**src/rtl/microcode_sequencer.sv**
```systemverilog
// SAP-1.5 control unit: T-state counter plus opcode/flag decode into one-cycle datapath strobes.
// Optional macro VARIABLE_LENGTH_EN: step returns to 0 right after each opcode's last active execute step.
module microcode_sequencer #(
    parameter int OPCODE_WIDTH = 4,
    parameter int STEPS        = 7,
    parameter int STEP_WIDTH   = 3
) (
    input  logic                    clk,
    input  logic                    reset,
    input  logic [OPCODE_WIDTH-1:0] opcode_i,
    input  logic                    flag_zero_i,
    input  logic                    flag_carry_i,
    input  logic                    flag_negative_i,
    output logic                    pc_inc_o,
    output logic                    pc_load_o,
    output logic                    pc_oe_o,
    output logic                    mar_load_o,
    output logic                    ram_oe_o,
    output logic                    ram_we_o,
    output logic                    ir_load_o,
    output logic                    ir_oe_o,
    output logic                    a_load_o,
    output logic                    a_oe_o,
    output logic                    b_load_o,
    output logic                    alu_oe_o,
    output logic                    alu_sub_o,
    output logic                    flags_load_o,
    output logic                    o_load_o,
    output logic                    halt_o,
    output logic [STEP_WIDTH-1:0]   step_o
);

    typedef enum logic [1:0] {
        ST_INIT = 2'd0,
        ST_RUN  = 2'd1,
        ST_HALT = 2'd2
    } state_t;

    localparam logic [OPCODE_WIDTH-1:0] OP_LDA  = OPCODE_WIDTH'(4'h1);
    localparam logic [OPCODE_WIDTH-1:0] OP_ADD  = OPCODE_WIDTH'(4'h2);
    localparam logic [OPCODE_WIDTH-1:0] OP_SUB  = OPCODE_WIDTH'(4'h3);
    localparam logic [OPCODE_WIDTH-1:0] OP_STA  = OPCODE_WIDTH'(4'h4);
    localparam logic [OPCODE_WIDTH-1:0] OP_LDI  = OPCODE_WIDTH'(4'h5);
    localparam logic [OPCODE_WIDTH-1:0] OP_JMP  = OPCODE_WIDTH'(4'h6);
    localparam logic [OPCODE_WIDTH-1:0] OP_JC   = OPCODE_WIDTH'(4'h7);
    localparam logic [OPCODE_WIDTH-1:0] OP_JZ   = OPCODE_WIDTH'(4'h8);
    localparam logic [OPCODE_WIDTH-1:0] OP_JN   = OPCODE_WIDTH'(4'h9);
    localparam logic [OPCODE_WIDTH-1:0] OP_OUTA = OPCODE_WIDTH'(4'hE);
    localparam logic [OPCODE_WIDTH-1:0] OP_HLT  = OPCODE_WIDTH'(4'hF);

    localparam logic [STEP_WIDTH-1:0] T0 = STEP_WIDTH'(0);
    localparam logic [STEP_WIDTH-1:0] T1 = STEP_WIDTH'(1);
    localparam logic [STEP_WIDTH-1:0] T2 = STEP_WIDTH'(2);
    localparam logic [STEP_WIDTH-1:0] T3 = STEP_WIDTH'(3);
    localparam logic [STEP_WIDTH-1:0] T4 = STEP_WIDTH'(4);

    state_t                  state_q, state_d;
    logic [STEP_WIDTH-1:0]   step_q, step_d;
    logic                    wrap_step;

`ifdef VARIABLE_LENGTH_EN
    logic [STEP_WIDTH-1:0]   last_exec;

    // Opcode is only meaningful from T2, so the early wrap is gated on that.
    always_comb begin
        last_exec = T2;
        case (opcode_i)
            OP_LDA, OP_STA: last_exec = T3;
            OP_ADD, OP_SUB: last_exec = T4;
            default:        last_exec = T2;
        endcase
    end

    assign wrap_step = (step_q >= T2) && (step_q == last_exec);
`else
    localparam logic [STEP_WIDTH-1:0] LAST_STEP = STEP_WIDTH'(STEPS - 1);

    assign wrap_step = (step_q == LAST_STEP);
`endif

    always_ff @(posedge clk or negedge reset) begin
        if (!reset) begin
            state_q <= ST_INIT;
            step_q  <= '0;
        end else begin
            state_q <= state_d;
            step_q  <= step_d;
        end
    end

    always_comb begin
        state_d      = state_q;
        step_d       = step_q;
        pc_inc_o     = 1'b0;
        pc_load_o    = 1'b0;
        pc_oe_o      = 1'b0;
        mar_load_o   = 1'b0;
        ram_oe_o     = 1'b0;
        ram_we_o     = 1'b0;
        ir_load_o    = 1'b0;
        ir_oe_o      = 1'b0;
        a_load_o     = 1'b0;
        a_oe_o       = 1'b0;
        b_load_o     = 1'b0;
        alu_oe_o     = 1'b0;
        alu_sub_o    = 1'b0;
        flags_load_o = 1'b0;
        o_load_o     = 1'b0;

        case (state_q)
            ST_INIT: begin
                state_d = ST_RUN;
                step_d  = '0;
            end
            ST_RUN: begin
                step_d = wrap_step ? '0 : step_q + STEP_WIDTH'(1);
                if (step_q == T0) begin
                    pc_oe_o    = 1'b1;
                    mar_load_o = 1'b1;
                end else if (step_q == T1) begin
                    ram_oe_o  = 1'b1;
                    ir_load_o = 1'b1;
                    pc_inc_o  = 1'b1;
                end else begin
                    case (opcode_i)
                        OP_LDA: begin
                            if (step_q == T2) begin
                                ir_oe_o    = 1'b1;
                                mar_load_o = 1'b1;
                            end else if (step_q == T3) begin
                                ram_oe_o     = 1'b1;
                                a_load_o     = 1'b1;
                                flags_load_o = 1'b1;
                            end
                        end
                        OP_ADD, OP_SUB: begin
                            if (step_q == T2) begin
                                ir_oe_o    = 1'b1;
                                mar_load_o = 1'b1;
                            end else if (step_q == T3) begin
                                ram_oe_o  = 1'b1;
                                b_load_o  = 1'b1;
                                alu_sub_o = (opcode_i == OP_SUB);
                            end else if (step_q == T4) begin
                                alu_oe_o     = 1'b1;
                                a_load_o     = 1'b1;
                                flags_load_o = 1'b1;
                                alu_sub_o    = (opcode_i == OP_SUB);
                            end
                        end
                        OP_STA: begin
                            if (step_q == T2) begin
                                ir_oe_o    = 1'b1;
                                mar_load_o = 1'b1;
                            end else if (step_q == T3) begin
                                a_oe_o   = 1'b1;
                                ram_we_o = 1'b1;
                            end
                        end
                        OP_LDI: begin
                            if (step_q == T2) begin
                                ir_oe_o      = 1'b1;
                                a_load_o     = 1'b1;
                                flags_load_o = 1'b1;
                            end
                        end
                        OP_JMP, OP_JC, OP_JZ, OP_JN: begin
                            // Conditional jumps use the flag register value as held during T2.
                            if ((step_q == T2) &&
                                ((opcode_i == OP_JMP) ||
                                 ((opcode_i == OP_JC) && flag_carry_i) ||
                                 ((opcode_i == OP_JZ) && flag_zero_i) ||
                                 ((opcode_i == OP_JN) && flag_negative_i))) begin
                                ir_oe_o   = 1'b1;
                                pc_load_o = 1'b1;
                            end
                        end
                        OP_OUTA: begin
                            if (step_q == T2) begin
                                a_oe_o   = 1'b1;
                                o_load_o = 1'b1;
                            end
                        end
                        OP_HLT: begin
                            if (step_q == T2) begin
                                state_d = ST_HALT;
                                step_d  = step_q;
                            end
                        end
                        default: ;
                    endcase
                end
            end
            ST_HALT: ;
            default: begin
                state_d = ST_INIT;
                step_d  = '0;
            end
        endcase
    end

    assign halt_o = (state_q == ST_HALT);
    assign step_o = step_q;

endmodule

```
**config.mk**
```make
export PLATFORM = sky130hd
export DESIGN_NAME = microcode_sequencer
export DESIGN_NICKNAME = d
export VERILOG_FILES = /design/src/rtl/microcode_sequencer.sv
export SDC_FILE = /design/constraint.sdc
export NUM_CORES = 1
export LEC_CHECK = 0
export CORE_AREA = 2 2 43 45
export CTS_CLUSTER_DIAMETER = 100
export DETAILED_ROUTE_END_ITERATION = 8
export DIE_AREA = 0 0 45 47
export HOLD_SLACK_MARGIN = 0.15
export PLACE_DENSITY_LB_ADDON = 0.12
export SYNTH_ARGS = -nofsm -noshare
export SYNTH_HDL_FRONTEND = slang
export SYNTH_SLANG_ARGS = --single-unit
```
**constraint.sdc**
```tcl
create_clock -name clk -period 2.6 [get_ports clk]
set_clock_uncertainty 0.2 [all_clocks]
set_input_delay 0.52 -clock clk [delete_from_list [all_inputs] [get_ports clk]]
set_output_delay 0.52 -clock clk [all_outputs]
set_load 0.01 [all_outputs]
```
Word-level counts from Yosys, hierarchy flattened:

Index checks and enable logic that the tools add are counted.

* flip-flop bits (word level): 5
* bits in latches: 0
* RAM bits: 0
* bits in read-only memories: 0
* input port bits: 9
* output and inout bits: 19
* logic and storage cells: 113
* memories kept: 0

* add/sub/neg operators: 1
* multiply operators: 0
* divide/modulo/power cells: 0
* $lt $le $gt $ge: 0
* equality and inequality tests: 23
* shift operators: 0
* muxes and demuxes: 70
* bitwise operators: 1
* reduce and logical (&&, ||, !) cells: 16

Operators with widths (count)
* two-way mux 1 bit: 56
* equality test 4 x 3 -> 1 bit (second input constant): 4
* equality test 4 bit (second input constant): 4
* two-way mux 3 bit: 5
* equality test 4 x 2 -> 1 bit (second input constant): 2
* two-way mux 2 bit: 4
* inequality test 2 bit (second input constant): 4
* OR reduction 4 bit: 2
* equality test 3 x 2 -> 1 bit (second input constant): 2
* equality test 3 bit (second input constant): 2
* case mux 2 bit (3 select lines): 1
* case mux 3 bit (2 select lines): 1
* inequality test 5 bit (second input constant): 1
* AND reduction 5 bit: 1
* OR reduction 5 bit: 1
* equality test 4 x 1 -> 1 bit (second input constant): 1
* logical AND 1 bit: 4
* case mux 1 bit (2 select lines): 2
* adder 3 x 1 -> 3 bit (second input constant): 1
* equality test 3 x 1 -> 1 bit (second input constant): 1
* zero test 3 bit: 1
* logical OR 1 bit: 3
* case mux 1 bit (3 select lines): 1
* OR reduction 3 bit: 1
* 6 further kinds: 6

Depth between registers and ports, before layout:

* depth in word-level cells: 11
* mapped depth: 8
* depth with buffers taken out: 6

Worst setup path after synthesis:

No wires, ideal clock.

* kind: register to output
* start point: register step_q[1] (netlist: step_o[1])
* end point: output port flags_load_o
* arrival: 1.985 ns
* data required time: 1.880 ns
* slack: -0.105 ns
* stages on the path, launching flop included: 9
* buffers on the path: 2
* path through: dfrtp_1 -> buf_2 -> and2_1 -> ha_1 -> and2b_1 -> mux2_4 -> nand3_2 -> a2111oi_2 -> buf_4

* longest elaborated chain between the ends: 8
* elaborated cells between the ends (all ways): 15
* classes of those cells: eq/ne (4); mux (10); reduce/logical (1)

Ends and longest elaborated chain
* from (decl): line 58 `logic [STEP_WIDTH-1:0] step_q, step_d;`
* from (signal assigned): line 87 `step_q <= step_d;`
* equality test 3 bit: line 144 `end else if (step_q == T4) begin`
* two-way mux 1 bit (3 in series)
* case mux 1 bit (3 select lines)
* two-way mux 1 bit
* two-way mux 1 bit * (2 in series)
* to (decl): line 27 `output logic flags_load_o,`

Mark *: on every way between the ends. The rest lies on a longest branch, timed or not.

Worst setup path in the final report:

* start point: input port opcode_i[2]
* end point: output port ir_oe_o

* longest elaborated chain between the ends: 11
* elaborated cells between the ends (all ways): 23
* classes of those cells: eq/ne (9); mux (5); reduce/logical (9)

Ends and longest elaborated chain
* from (decl): line 10 `input logic [OPCODE_WIDTH-1:0] opcode_i,`
* equality test 4 x 3 -> 1 bit: line 125, 171
* logical AND 1 bit: line 171 `((opcode_i == OP_JC) && flag_carry_i) ||`
* logical OR 1 bit: line 170 `((opcode_i == OP_JMP) ||`
* logical OR 1 bit: line 171
* logical OR 1 bit: line 172 `((opcode_i == OP_JZ) && flag_zero_i) ||`
* logical AND 1 bit: line 169 `if ((step_q == T2) &&`
* two-way mux 1 bit: line 169
* case mux 1 bit (2 select lines) *: line 125 `case (opcode_i)`
* two-way mux 1 bit *: line 120 `end else if (step_q == T1) begin`
* two-way mux 1 bit *: line 117 `if (step_q == T0) begin`
* two-way mux 1 bit *: line 110 `case (state_q)`
* to (decl): line 21 `output logic ir_oe_o,`

Marked as above.

==> impl_results.md <==
- Largest net degree at the start of global routing: 12
- Die span in y: 47 um
- Asr flop ratio synth: 1.000
- Clock transition at the registers of the reported paths: 40 ps
- Result of the run: complete, no violations
- Part of the cycle the worst path needs: 0.9753
- Number of buffers created by CTS: 3
- Dpl ws: -565.8 ps
- Pwr dens: 828.0 nW/um^2
- Post-detailed-route count of antenna-violating nets: 0
- Buffers from clock root to sink, at most: 2
- Sum of overflow across all layers after global routing: 0
- Total wirelength of the detailed-routed design: 2013 um
- Average via count per standard cell: 5.240
- Largest driver fanout on the critical path: 8
- Final Total Pwr: 0.9448 mW
- Critical path depth in cells: 6
- Horizontal die dimension: 45 um
- Setup repair after global routing missed its margin: true
- Post-synthesis average cell area: 7.967 um^2
- Rel. slew slack: 0.7773
- Global Route Usage Sum: 0.2059
- Net count after synthesis: 89
- Top Family by Delay on Critical Path: buffers and inverters
- Peak supply drop: 689.7 uV
- Number of levels in the clock H-tree: 1
- Count of yosys warnings during synthesis: 0
- Clock net sink count: 5
- Starting density of the core: 0.3811
- Drt pass-1 iters: 4
- Net count reported at finish: 140
- Cell breakdown of the critical path: dlygate4sd2_1, and2_4, nand3b_1, a211oi_2, or2_4, clkdlybuf4s15_2
- Clock tree from TritonCTS: yes
- Buf+Inv Stages, Crit Path: 2
- CP peak stage delay: 370 ps
- Path type of the worst setup path: in2out
- Critical path required time: 1880 ps
- Share of the yosys chip area belonging to registers: 0.1988
- Gate power share: 0.778
- IO Count: 28
- Filler-free cell count of the finished design: 146
- Number of placement rows: 15
- Std-Cell Core Area: 1652 um^2
- Number of max-cap violations: 0
- Leakage dissipation: 0.5208 nW
- Number of hold violations in the final report: 0
- Switching power: 0.3801 mW
- Worst reg2reg setup slack: 840 ps
- Post-route DRC violation count: 0
- Arr. time, crit path: 1820 ps
- Post-synthesis instance total: 79
- Shortest clock period the worst path allows after layout: 2536 ps
- Top FF cell, synth: sky130_fd_sc_hd__dfrtp_1
- Max Clock Freq: 394.3 MHz
- Library cells used by synthesis: 39
- Slowest cell on the critical path: sky130_fd_sc_hd__dlygate4sd2_1
- DRC marker count from the first detailed-route iteration: 10
- Hold crit path type: in2async
- Critical path launch point type: primary input
- Area growth from synthesis to layout: 81.31%
- Setup WS post-layout: 64.17 ps
- Final GP Congestion: 0.8226
- Die Footprint: 2115 um^2
- Portion of total power attributed to sequential cells: 0.127
- Fraction of final layout cells sized beyond drive strength 1: 0.4186
- Routed len/inst: 13.79 um
- End-of-flow core utilization: 0.6909
- Synthesized cell area: 629.4 um^2
- Clock network fraction of total power: 0.095
- DR vias: 765
- Wire length of the first global-routing pass: 3132 um
- Crit end category: output port
- Placed insts: 141
- Count of buffers inserted at the top-level ports: 27
- P_int: 0.5647 mW
- CTS root buffer: sky130_fd_sc_hd__clkbuf_4
- Via count of the first global-routing pass: 716
- Cts-stage hold buffer count: 0
- Switching power as a share of total power: 0.4023
- Clock latency on the worst-skew pair: 240 ps
- Logic depth of the worst register-to-register path: 5
- Final Max Slew Viols: 0
- Antenna violations before repair: 0
- Final setup viols: 0
- Worst slew pin tran: 333.3 ps
- Flop and latch count out of synthesis: 5
- EDFF count, synth: 0
- Diodes inserted: 0
- Placed wire-length estimate: 1493 um
## stage by stage
stage / instance area (um^2) / TNS [ps] / hold slack, ps
6_report: 1141 / 0 / 300.3
3_5_place_dp: 1054 / -4977 / 313.3
4_1_cts: 1087 / 0 / 297.2
2_1_floorplan: 641.9 / 0 / 24.41
3_3_place_gp: 1054 / -4805 / 297.0
5_1_grt: 1141 / -89.18 / 324.1
## cell usage in the layout, fill, tap and decap left out, drive strengths merged, types with 2 or more instances in the layout
cell and instances:
o21ai 3, and2 2, a21oi 4, dfrtp 5
clkdlybuf4s15 2, inv 3, nor3 6, and3 4
nand4 2, mux2 2, dlygate4sd2 11, nor2 8
nor2b 3, nand3 3, nand2 4, nor4b 2
nand2b 3, clkbuf 5, buf 29, clkdlybuf4s50 11
a211oi 2
## layer usage
metal	vias up	global-route usage	wire, um
met5	-	0	0
met4	0	0.07059	17
met3	4	0.04615	90
met2	21	0.3343	996
met1	355	0.2710	909
li1	385	-	-
## synthesized netlist by cell type (all sizes together), types with 2 or more instances
cell type,instances,share of area
and2,2,0.022
dfrtp,5,0.20
nand2b,3,0.030
nand2,4,0.024
nor2,8,0.048
nand3,3,0.032
nor3,6,0.048
nor4b,2,0.028
a211oi,2,0.024
nand4,2,0.020
and3,4,0.042
o21ai,3,0.024
buf,7,0.097
a21oi,4,0.032
mux2,2,0.042
nor2b,3,0.030
inv,3,0.018
## logic make-up (layout without fill, tap and decap cells)
| kind of cell | after synthesis | after routing | share of synthesized area |
|---|---|---|---|
| AO/OA/AOI/OAI | 16 | 16 | 0.1829 |
| XOR/XNOR | 1 | 1 | 0.01392 |
| adder cells (fa/ha/maj) | 1 | 1 | 0.01988 |
| buffers and inverters | 11 | 61 | 0.1372 |
| flip-flops | 5 | 5 | 0.1988 |
| multiplexers | 2 | 2 | 0.04174 |
| AND/OR/NAND/NOR | 43 | 43 | 0.4056 |
## final timing paths
kind                             startpoint         end
max in group asynchronous             reset   step_o[2]
min in group clk                 state_q[1]  state_q[0]
worst max-delay path            opcode_i[2]     ir_oe_o
worst min-delay path                  reset  state_q[1]
worst min register to register   state_q[1]  state_q[0]
worst max register to register    step_o[0]   step_o[2]
## sequential cells by signal, indices dropped and copies added, names as in the netlist
signal and flops:
step_o 3, state_q 2
## final cells by class
type	count	area, um^2
Clock buffer	4	26.28
Fill cell	142	510.5
Inverter	3	11.26
Multi-Input combinational cell	63	496.7
Sequential cell	5	125.1
Tap cell	17	21.27
Timing Repair Buffer	54	460.4
## power by group through the flow
stage | logic (mW) | registers (mW) | clock network, mW
final | 0.735 | 0.120 | 0.0897
after global routing | 0.787 | 0.124 | 0.0966
after CTS | 0.663 | 0.116 | 0.0929
after detailed placement | 0.662 | 0.117 | 0
after global placement | 0.664 | 0.117 | 0
after floorplan | 0.351 | 0.131 | 0
## repair_timing
item                       CTS  global route
setup buffers                0             1
setup endpoints to repair   12             5
resized for setup           33            15
pin swaps                    5             4
## worst register-to-register path, cell delays in order, from the launching register on
cell	delay [ps]
sky130_fd_sc_hd__dfrtp_1	380
sky130_fd_sc_hd__buf_6	150
sky130_fd_sc_hd__nor3b_4	260
sky130_fd_sc_hd__buf_4	160
sky130_fd_sc_hd__nand4_1	190
sky130_fd_sc_hd__a32o_1	300
(Power assumes the default switching activity.)
